### src/rtl/alarm_ctrl.sv
// Decides when the piezo melody plays: alarm match at hh:mm:00 or hourly chime at mm:ss=00:00.
// Owns stop-button sync/debounce, ring-duration timing and chime/alarm arbitration.
module alarm_ctrl #(
    parameter int RING_SEC     = 60,
    parameter int CHIME_SEC    = 5,
    parameter int DEBOUNCE_CYC = 1000000
) (
    input  logic       clk,
    input  logic       rst,
    input  logic       tick_1hz,
    input  logic [4:0] cur_hour,
    input  logic [5:0] cur_min,
    input  logic [5:0] cur_sec,
    input  logic [4:0] alarm_hour,
    input  logic [5:0] alarm_min,
    input  logic       alarm_en,
    input  logic       chime_en,
    input  logic       stop_n,
    output logic       music_on,
    output logic       ring_alarm,
    output logic       ring_chime,
    output logic       alarm_fired
);

    localparam int               DW       = 20;
    localparam int               STAGES   = 1;
    localparam logic [DW-1:0]    DEB_LAST = DW'(DEBOUNCE_CYC - 1);
    localparam logic [7:0]       RING_T   = 8'(RING_SEC);
    localparam logic [7:0]       CHIME_T  = 8'(CHIME_SEC);

    typedef enum logic [1:0] {IDLE, ALARM, CHIME, GAP} state_t;

    state_t            state;
    logic [7:0]        sec_cnt;
    logic              m_alarm_c, m_chime_c;
    logic [1:0]        m_q, m_d;
    logic [STAGES:0]   vld_pipe;
    logic              alarm_edge, chime_edge;
    logic [1:0]        sync;
    logic              deb, deb_last, press;
    logic [DW-1:0]     deb_cnt;

    assign m_alarm_c = alarm_en && (cur_hour == alarm_hour) && (cur_min == alarm_min)
                       && (cur_sec == 6'd0);
    assign m_chime_c = chime_en && (cur_min == 6'd0) && (cur_sec == 6'd0);

    // Edges are only trusted once m_d holds a real sample, so a match held
    // across reset release does not look like a fresh edge.
    assign alarm_edge = m_q[1] & ~m_d[1] & vld_pipe[STAGES];
    assign chime_edge = m_q[0] & ~m_d[0] & vld_pipe[STAGES];

    always_ff @(posedge clk or posedge rst) begin
        if (rst) begin
            m_q      <= '0;
            m_d      <= '0;
            vld_pipe <= '0;
        end else begin
            m_q      <= {m_alarm_c, m_chime_c};
            m_d      <= m_q;
            vld_pipe <= {vld_pipe[STAGES-1:0], 1'b1};
        end
    end

    always_ff @(posedge clk or posedge rst) begin
        if (rst) begin
            sync     <= 2'b11;
            deb      <= 1'b1;
            deb_last <= 1'b1;
            deb_cnt  <= '0;
            press    <= 1'b0;
        end else begin
            sync     <= {sync[0], stop_n};
            deb_last <= deb;
            press    <= deb_last & ~deb;
            if (sync[1] == deb) begin
                deb_cnt <= '0;
            end else if (deb_cnt == DEB_LAST) begin
                deb     <= sync[1];
                deb_cnt <= '0;
            end else begin
                deb_cnt <= deb_cnt + 1'b1;
            end
        end
    end

    always_ff @(posedge clk or posedge rst) begin
        if (rst) begin
            state       <= IDLE;
            sec_cnt     <= '0;
            music_on    <= 1'b0;
            ring_alarm  <= 1'b0;
            ring_chime  <= 1'b0;
            alarm_fired <= 1'b0;
        end else begin
            alarm_fired <= 1'b0;
            case (state)
                IDLE: begin
                    if (alarm_edge) begin
                        state       <= ALARM;
                        sec_cnt     <= '0;
                        music_on    <= 1'b1;
                        ring_alarm  <= 1'b1;
                        alarm_fired <= 1'b1;
                    end else if (chime_edge) begin
                        state      <= CHIME;
                        sec_cnt    <= '0;
                        music_on   <= 1'b1;
                        ring_chime <= 1'b1;
                    end
                end
                ALARM: begin
                    if (press || !alarm_en || sec_cnt == RING_T) begin
                        state      <= IDLE;
                        sec_cnt    <= '0;
                        music_on   <= 1'b0;
                        ring_alarm <= 1'b0;
                    end else if (tick_1hz) begin
                        sec_cnt <= sec_cnt + 1'b1;
                    end
                end
                CHIME: begin
                    // Press beats a simultaneous alarm edge; that edge is then lost.
                    if (press || sec_cnt == CHIME_T) begin
                        state      <= IDLE;
                        sec_cnt    <= '0;
                        music_on   <= 1'b0;
                        ring_chime <= 1'b0;
                    end else if (alarm_edge) begin
                        state      <= GAP;
                        sec_cnt    <= '0;
                        music_on   <= 1'b0;
                        ring_chime <= 1'b0;
                    end else if (tick_1hz) begin
                        sec_cnt <= sec_cnt + 1'b1;
                    end
                end
                GAP: begin
                    // One low cycle makes the melody generator restart from note one.
                    state       <= ALARM;
                    sec_cnt     <= '0;
                    music_on    <= 1'b1;
                    ring_alarm  <= 1'b1;
                    alarm_fired <= 1'b1;
                end
                default: begin
                    state      <= IDLE;
                    sec_cnt    <= '0;
                    music_on   <= 1'b0;
                    ring_alarm <= 1'b0;
                    ring_chime <= 1'b0;
                end
            endcase
        end
    end

endmodule

### config.mk
export PLATFORM = sky130hd
export DESIGN_NAME = alarm_ctrl
export DESIGN_NICKNAME = d
export VERILOG_FILES = /design/src/rtl/alarm_ctrl.sv
export SDC_FILE = /design/constraint.sdc
export NUM_CORES = 1
export LEC_CHECK = 0
export CAP_MARGIN = 10
export CORE_MARGIN = 5
export CORE_UTILIZATION = 40
export CTS_BUF_LIST = sky130_fd_sc_hd__clkbuf_4 sky130_fd_sc_hd__clkbuf_8
export CTS_CLUSTER_SIZE = 8
export DETAILED_ROUTE_END_ITERATION = 8
export HOLD_SLACK_MARGIN = 0.12
export SYNTH_ARGS = -nofsm -noshare
export SYNTH_HDL_FRONTEND = slang
export SYNTH_SLANG_ARGS = --single-unit
### constraint.sdc
create_clock -name clk -period 3.4 [get_ports clk]
set_input_delay 0.68 -clock clk [delete_from_list [all_inputs] [get_ports clk]]
set_output_delay 0.68 -clock clk [all_outputs]
set_load 0.1 [all_outputs]
==> flow_summary.json, run 1 <==
{
  "outcome": "finished, final reports clean",
  "regToRegEndpoint": "music_on$_DFFE_PP0P_",
  "post_cts_resized": 0,
  "grt_setup_unrepaired": "no",
  "globalRouteOverflowTotal": 0,
  "setup_tns_ns": 0,
  "regToRegSetupSlack_ns": 1.17,
  "viasPerCell": 5.29,
  "cts.hold.buffers_added": 0,
  "timing.final.hold_violations": 0,
  "power_switching_mw": 0.609,
  "worst_setup_path_start_kind": "flip-flop",
  "grt_pass1_vias": 1864,
  "portBuffers": 37,
  "drive_gt1_share_pct": 8.96,
  "top_post_synthesis_cells_by_area": "dfrtp_1 43%, xnor2_1 5.5%, ha_1 4.7%, dfstp_2 4.4%, xor2_1 3.3%",
  "die-height_um": 87.6,
  "drt_first_pass_iters": 4,
  "final-max-slew-violation-count": 0,
  "drt.antenna.violating_nets": 0,
  "vdd.ir_drop.worst_uv": 493,
  "worstPathCellList": "clkdlybuf4s50_1",
  "share_of_the_synthesized_area_in_the_top_cell_type_pct": 42.6,
  "total_nets_after_synthesis": 282,
  "max-slew-margin-rel_pct": 35.4,
  "remaining_drc_errors": 0,
  "root_buffer": "clkbuf_8",
  "detailedRoute.firstIterationViolations": 72,
  "critical_path_buf_inv_count": 1,
  "final.setup_skew_ns": 0.00896,
  "timing.critical_path.slowest_cell_delay_ns": 1.12,
  "post_synth_num_cell_types": 48,
  "area_delta_synth_final_pct": 23.9,
  "finalCriticalPeriod_ns": 2.42,
  "dr_total_vias": 1873,
  "grt_max_degree": 46,
  "netSwitchingFraction_pct": 36.0,
  "clock_insertion_delay_worst_skew_ns": 0.30,
  "whs_path_depth": 0,
  "tightestPinTransition_ns": 0.967,
  "num_io_pins": 38,
  "clk_transition_reported_paths_ns": 0.08,
  "worstHoldStart": "vld_pipe[0]$_DFF_PP0_",
  "n_antenna_cell": 0,
  "antenna_found_initial": 0,
  "use_met3_pct": 2.82,
  "yosysSeqAreaShare_pct": 46.9,
  "clock_path_buffers": 2,
  "power-per-cell-area_mw_per_mm2": 566,
  "finalWeightedCongestion": 0.793,
  "dpl_worst_slack_ns": 0.912,
  "critPathKind": "flip-flop to output port",
  "grt.busiest_layer": "met2",
  "yosys-top-cells-count": "41 x dfrtp_1, 18 x nor2_1, 15 x xnor2_1",
  "initial_util_pct": 40.9,
  "hp-class": "flip-flop to flip-flop",
  "routed_wl_mm": 4.97,
  "grtUsageMet1_pct": 20.1,
  "synth_most_common_cell": "dfrtp_1",
  "postLayoutCellArea_mm2": 0.00299,
  "power_frac_comb_pct": 36.0,
  "worst_r2r_startpoint": "sec_cnt[1]$_DFFE_PP0P_",
  "final.period_utilization_pct": 71.2,
  "synth_enable_flop_cells": 0,
  "post_synth_instance_area_mm2": 0.00241,
  "number_of_nets_at_the_end_of_the_flow": 321,
  "power.clock.fraction_pct": 28.0,
  "cts_post_setup_buffers_inserted": 0,
  "drv.max_cap_violation_count": 0,
  "fin_util_pct": 50.7,
  "h_tree_level_count": 2,
  "cp_data_required_time_ns": 2.72,
  "tritoncts_clock_tree": "built",
  "number_of_rows_created_at_floorplan": 28,
  "synthesis.yosys.warnings": 0,
  "postSynthAreaPerCell_um2": 10.1,
  "hpwl_dp_mm": 3.74,
  "leakagePower_nw": 1.23,
  "postSynthRegisterBits": 45,
  "sequential_share_of_power_pct": 36.0,
  "library_cell_with_the_largest_summed_area_after_synthesis": "dfrtp_1",
  "synth-async-reset-ratio_pct": 100,
  "max_freq_mhz": 413,
  "grt_use_met2_pct": 22.5,
  "final.setup.worst_slack_ns": 0.978,
  "internal_power_mw": 1.08,
  "tritoncts_num_sinks": 45,
  "fp.dieW_um": 87.6,
  "cell_count_of_the_worst_reg_to_reg_path": 6,
  "path_max_fanout": 1,
  "post_dp_cell_area_mm2": 0.00285,
  "grtUsageTotal_pct": 14.4,
  "whs_endpoint": "vld_pipe[1]$_DFF_PP0_",
  "finalSetupViolCount": 0,
  "numCtsBuffers": 5,
  "netlist_instances": 239,
  "cp_slowest_cell": "clkdlybuf4s50_1",
  "crit_family": "buffers and inverters",
  "die_area_mm2": 0.00768,
  "grt_pass1_wl_mm": 8.72,
  "route.detailed.wl_per_inst_um": 14.1,
  "synth-main-ff-cell": "dfrtp_1",
  "coreArea_mm2": 0.00589,
  "worstPathArrival_ns": 1.74,
  "crit_path_end_kind": "output port"
}
-- cells in the final DEF, fill, tap and decap left out, types with 5 or more instances in the layout --
| master | Yosys | layout |
|---|---|---|
| or3_1 | 9 | 9 |
| nor2_1 | 18 | 18 |
| buf_4 | 0 | 5 |
| a211oi_1 | 7 | 7 |
| xnor2_1 | 15 | 15 |
| nand4_1 | 10 | 10 |
| ha_1 | 9 | 9 |
| o21ai_0 | 14 | 14 |
| clkbuf_8 | 0 | 5 |
| xor2_1 | 9 | 9 |
| nand3_1 | 12 | 12 |
| clkdlybuf4s50_1 | 0 | 34 |
| inv_1 | 10 | 9 |
| dfrtp_1 | 41 | 41 |
| nand2_1 | 10 | 10 |
| a21oi_1 | 9 | 9 |
-- sequential cells by signal, summed over array words and instances (netlist names) --
signal,flops
deb_cnt,20
deb_last,1
alarm_fired,1
state,2
press,1
music_on,1
m_q,2
sec_cnt,8
sync,2
ring_chime,1
m_d,2
vld_pipe,2
deb,1
ring_alarm,1
-- layer usage --
metal,vias to the layer above,wire length [µm]
li1,947,-
met1,897,2510
met2,22,2250
met3,7,161
met4,0,49
met5,-,0
-- stage by stage --
stage / hold WS [ns] / instances / power (mW)
detailed placement: 0.342 / 346 / 1.23
global placement: 0.333 / 346 / 1.23
global route: 0.363 / 354 / 1.79
floorplan: 0.331 / 239 / 1.06
finish: 0.355 / 354 / 1.69
CTS: 0.361 / 354 / 1.71
-- cell families after synthesis --
family | after synthesis | synth area share (%)
and+or+nand+nor | 94 | 22.2
AOI/OAI and AO/OA | 45 | 12.8
DFF | 45 | 46.9
xor gates and xnor gates | 24 | 8.72
buffers and inverters | 17 | 2.80
adders and majority gates | 9 | 4.67
muxes | 4 | 1.71
other | 1 | 0.156
-- worst max path at each step --
stage / startpoint / end / cells after the start
3_5_place_dp: alarm_en / sec_cnt[5]$_DFFE_PP0P_ / 5
2_1_floorplan: state[1]$_DFFE_PP0P_ / sec_cnt[1]$_DFFE_PP0P_ / 8
6_report: alarm_fired$_DFF_PP0_ / alarm_fired / 1
4_1_cts: alarm_fired$_DFF_PP0_ / alarm_fired / 1
5_1_grt: alarm_fired$_DFF_PP0_ / alarm_fired / 1
3_3_place_gp: alarm_en / state[0]$_DFFE_PP0P_ / 5
-- cell type report --
| cell class | count | area [µm²] |
|---|---|---|
| Clock buffer | 5 | 68.8 |
| Clock inverter | 3 | 65.1 |
| Fill cell | 559 | 2900 |
| Inverter | 10 | 37.5 |
| Multi-Input combinational cell | 177 | 1210 |
| Sequential cell | 45 | 1130 |
| Tap cell | 75 | 93.8 |
| Timing Repair Buffer | 39 | 378 |
-- power by group through the flow --
stage	combinational (mW)	sequential (mW)	clock (mW)
floorplan	0.303	0.754	0
global placement	0.607	0.618	0
detailed placement	0.611	0.619	0
CTS	0.613	0.609	0.491
global route	0.665	0.615	0.511
finish	0.609	0.609	0.473
Power figures use the tool's default switching activity.
==> inputs of run 2 (changes only) <==
==> constraint.sdc (replaced) <==
create_clock -name clk -period 2.35 [get_ports clk]
set_input_delay 0.47 -clock clk [delete_from_list [all_inputs] [get_ports clk]]
set_output_delay 0.47 -clock clk [all_outputs]
set_load 0.1 [all_outputs]
==> flow_summary.json, run 2 (synthesized netlist as in run 1, its figures left out) <==
{
  "fin_util_pct": 51.4,
  "regToRegSetupSlack_ns": 0.29,
  "critPathKind": "flip-flop to flip-flop",
  "fp.dieW_um": 87.6,
  "coreArea_mm2": 0.00589,
  "grt_pass1_wl_mm": 9.03,
  "grt_pass1_vias": 1825,
  "drv.max_cap_violation_count": 0,
  "cp-endpoint": "music_on$_DFFE_PP0P_",
  "route.detailed.wl_per_inst_um": 14.5,
  "leading_cell_type_in_the_layout_fill_and_taps_excluded": "dfrtp_1",
  "final.setup_skew_ns": 0.00726,
  "cp_data_required_time_ns": 2.57,
  "timing.critical_path.slowest_cell_delay_ns": 0.46,
  "viasPerCell": 5.23,
  "dr_total_vias": 1883,
  "num_io_pins": 38,
  "portBuffers": 37,
  "max-slew-margin-rel_pct": 54.0,
  "power-per-cell-area_mw_per_mm2": 811,
  "crit_path_start": "sec_cnt[1]$_DFFE_PP0P_",
  "clock_path_buffers": 2,
  "postLayoutCellArea_mm2": 0.00303,
  "drt_first_pass_iters": 4,
  "detailedRoute.firstIterationViolations": 100,
  "largest-register": "deb_cnt",
  "n_fill_cell": 537,
  "h_tree_level_count": 2,
  "multi_input_area_mm2": 0.00121,
  "placed_cells_incl_taps": 351,
  "whs_path_depth": 0,
  "worstPathCellList": "inv_1, ha_1, or4b_1, o21a_1, a221oi_4, buf_12, mux2i_1",
  "clock_insertion_delay_worst_skew_ns": 0.30,
  "number_of_nets_at_the_end_of_the_flow": 327,
  "tritoncts_num_sinks": 45,
  "globalRouteOverflowTotal": 0,
  "die-height_um": 87.6,
  "die_area_mm2": 0.00768,
  "p_total_mw": 2.45,
  "drive_gt1_share_pct": 11.2,
  "finalSetupViolCount": 0,
  "drt.antenna.violating_nets": 0,
  "leakagePower_nw": 1.26,
  "vdd.ir_drop.worst_uv": 594,
  "numCtsBuffers": 5,
  "largest_register_ffs": 20,
  "initial_util_pct": 40.9,
  "path_max_fanout": 10,
  "timing.final.hold_violations": 0,
  "number_of_rows_created_at_floorplan": 28,
  "largest_regs": "deb_cnt (20), sec_cnt (8)",
  "post_dp_cell_area_mm2": 0.00289,
  "finalWeightedCongestion": 0.805,
  "tightestPinTransition_ns": 0.689,
  "grt_setup_unrepaired": "no",
  "regToRegEndpoint": "music_on$_DFFE_PP0P_",
  "tritoncts_clock_tree": "built",
  "routed_wl_mm": 5.20,
  "n_antenna_cell": 0,
  "grtUsageTotal_pct": 15.1,
  "cell_count_of_the_worst_reg_to_reg_path": 7,
  "final-max-slew-violation-count": 0,
  "post_cts_resized": 0,
  "remaining_drc_errors": 0,
  "crit_path_end_kind": "flip-flop",
  "area_delta_synth_final_pct": 25.6,
  "max_freq_mhz": 485,
  "grt_max_degree": 46,
  "finalCriticalPeriod_ns": 2.06,
  "hpwl_dp_mm": 3.92,
  "cp_slowest_cell": "or4b_1",
  "worst_r2r_startpoint": "sec_cnt[1]$_DFFE_PP0P_",
  "worstPathArrival_ns": 2.28,
  "register_area_mm2": 0.00113,
  "setup_tns_ns": 0,
  "antenna_found_initial": 0,
  "worst_setup_path_start_kind": "flip-flop",
  "final_cell_count_no_fill": 360,
  "root_buffer": "clkbuf_8",
  "clk_transition_reported_paths_ns": 0.09,
  "hp-class": "flip-flop to flip-flop",
  "outcome": "finished, final reports clean",
  "top_library_cells_by_usage_in_the_layout_fill_and_taps_aside": "41 x dfrtp_1, 33 x clkdlybuf4s50_1, 18 x nor2_1, 15 x xnor2_1, 14 x o21ai_0",
  "final.period_utilization_pct": 87.7
}
-- run 2: cell count changes in the layout (fill, tap and decap cells not counted), sizes merged --
cell | before | now
clkbuf | 5 | 7
bufinv | 2 | 1
clkinv | 1 | 0
buf | 5 | 12
clkdlybuf4s50 | 34 | 33
-- run 2: power by group --
group | total, mW | internal, mW | switching, mW
Sequential | 0.882 | 0.837 | 0.0453
Combinational | 0.952 | 0.371 | 0.581
Clock | 0.620 | 0.358 | 0.262
-- run 2: worst min-delay path by stage --
stage | slack [ns] | endpoint | startpoint
after floorplan | 0.33 | vld_pipe[1]$_DFF_PP0_ | vld_pipe[0]$_DFF_PP0_
after detailed placement | 0.33 | vld_pipe[1]$_DFF_PP0_ | vld_pipe[0]$_DFF_PP0_
final | 0.35 | vld_pipe[1]$_DFF_PP0_ | vld_pipe[0]$_DFF_PP0_
after global routing | 0.36 | sync[1]$_DFF_PP1_ | sync[0]$_DFF_PP1_
after CTS | 0.35 | vld_pipe[1]$_DFF_PP0_ | vld_pipe[0]$_DFF_PP0_
after global placement | 0.33 | vld_pipe[1]$_DFF_PP0_ | vld_pipe[0]$_DFF_PP0_
-- run 2: cell type report --
class | instances | share of cell area (%)
flip-flops and latches | 45 | 37.4
multi-input cells | 177 | 40.0
repair buffers | 45 | 14.3
well taps | 75 | 3.10
clock buffers | 7 | 2.98
inverters | 10 | 1.24
clock inverters | 1 | 0.992
-- run 2: repair_timing --
action / in CTS / in global routing
endpoints found under the setup margin: 0 / 2
hold buffers: 0 / 0
buffers inserted: 0 / 1
-- run 2: per-layer routing --
| layer | GRT usage (%) | wire length, µm |
|---|---|---|
| met2 | 25.0 | 2670 |
| met1 | 20.2 | 2350 |
| met4 | 4.60 | 57 |
| met5 | 0 | 0 |
| met3 | 2.82 | 133 |
-- run 2: per-stage QoR --
stage	worst slack (ns)	hold slack (ns)
final	0.288	0.346
after CTS	0.125	0.354
after floorplan	0.315	0.331
after global routing	0.129	0.364
after global placement	0.172	0.333
after detailed placement	0.138	0.335
-- run 2: critical path: cells and delay by family, from the launching register on --
family / cells / cell delay [ns]
AOI/OAI and AO/OA: 2 / 0.57
muxes: 1 / 0.17
adders and majority gates: 1 / 0.14
buffers and inverters: 2 / 0.26
DFF: 1 / 0.41
and+or+nand+nor: 1 / 0.46
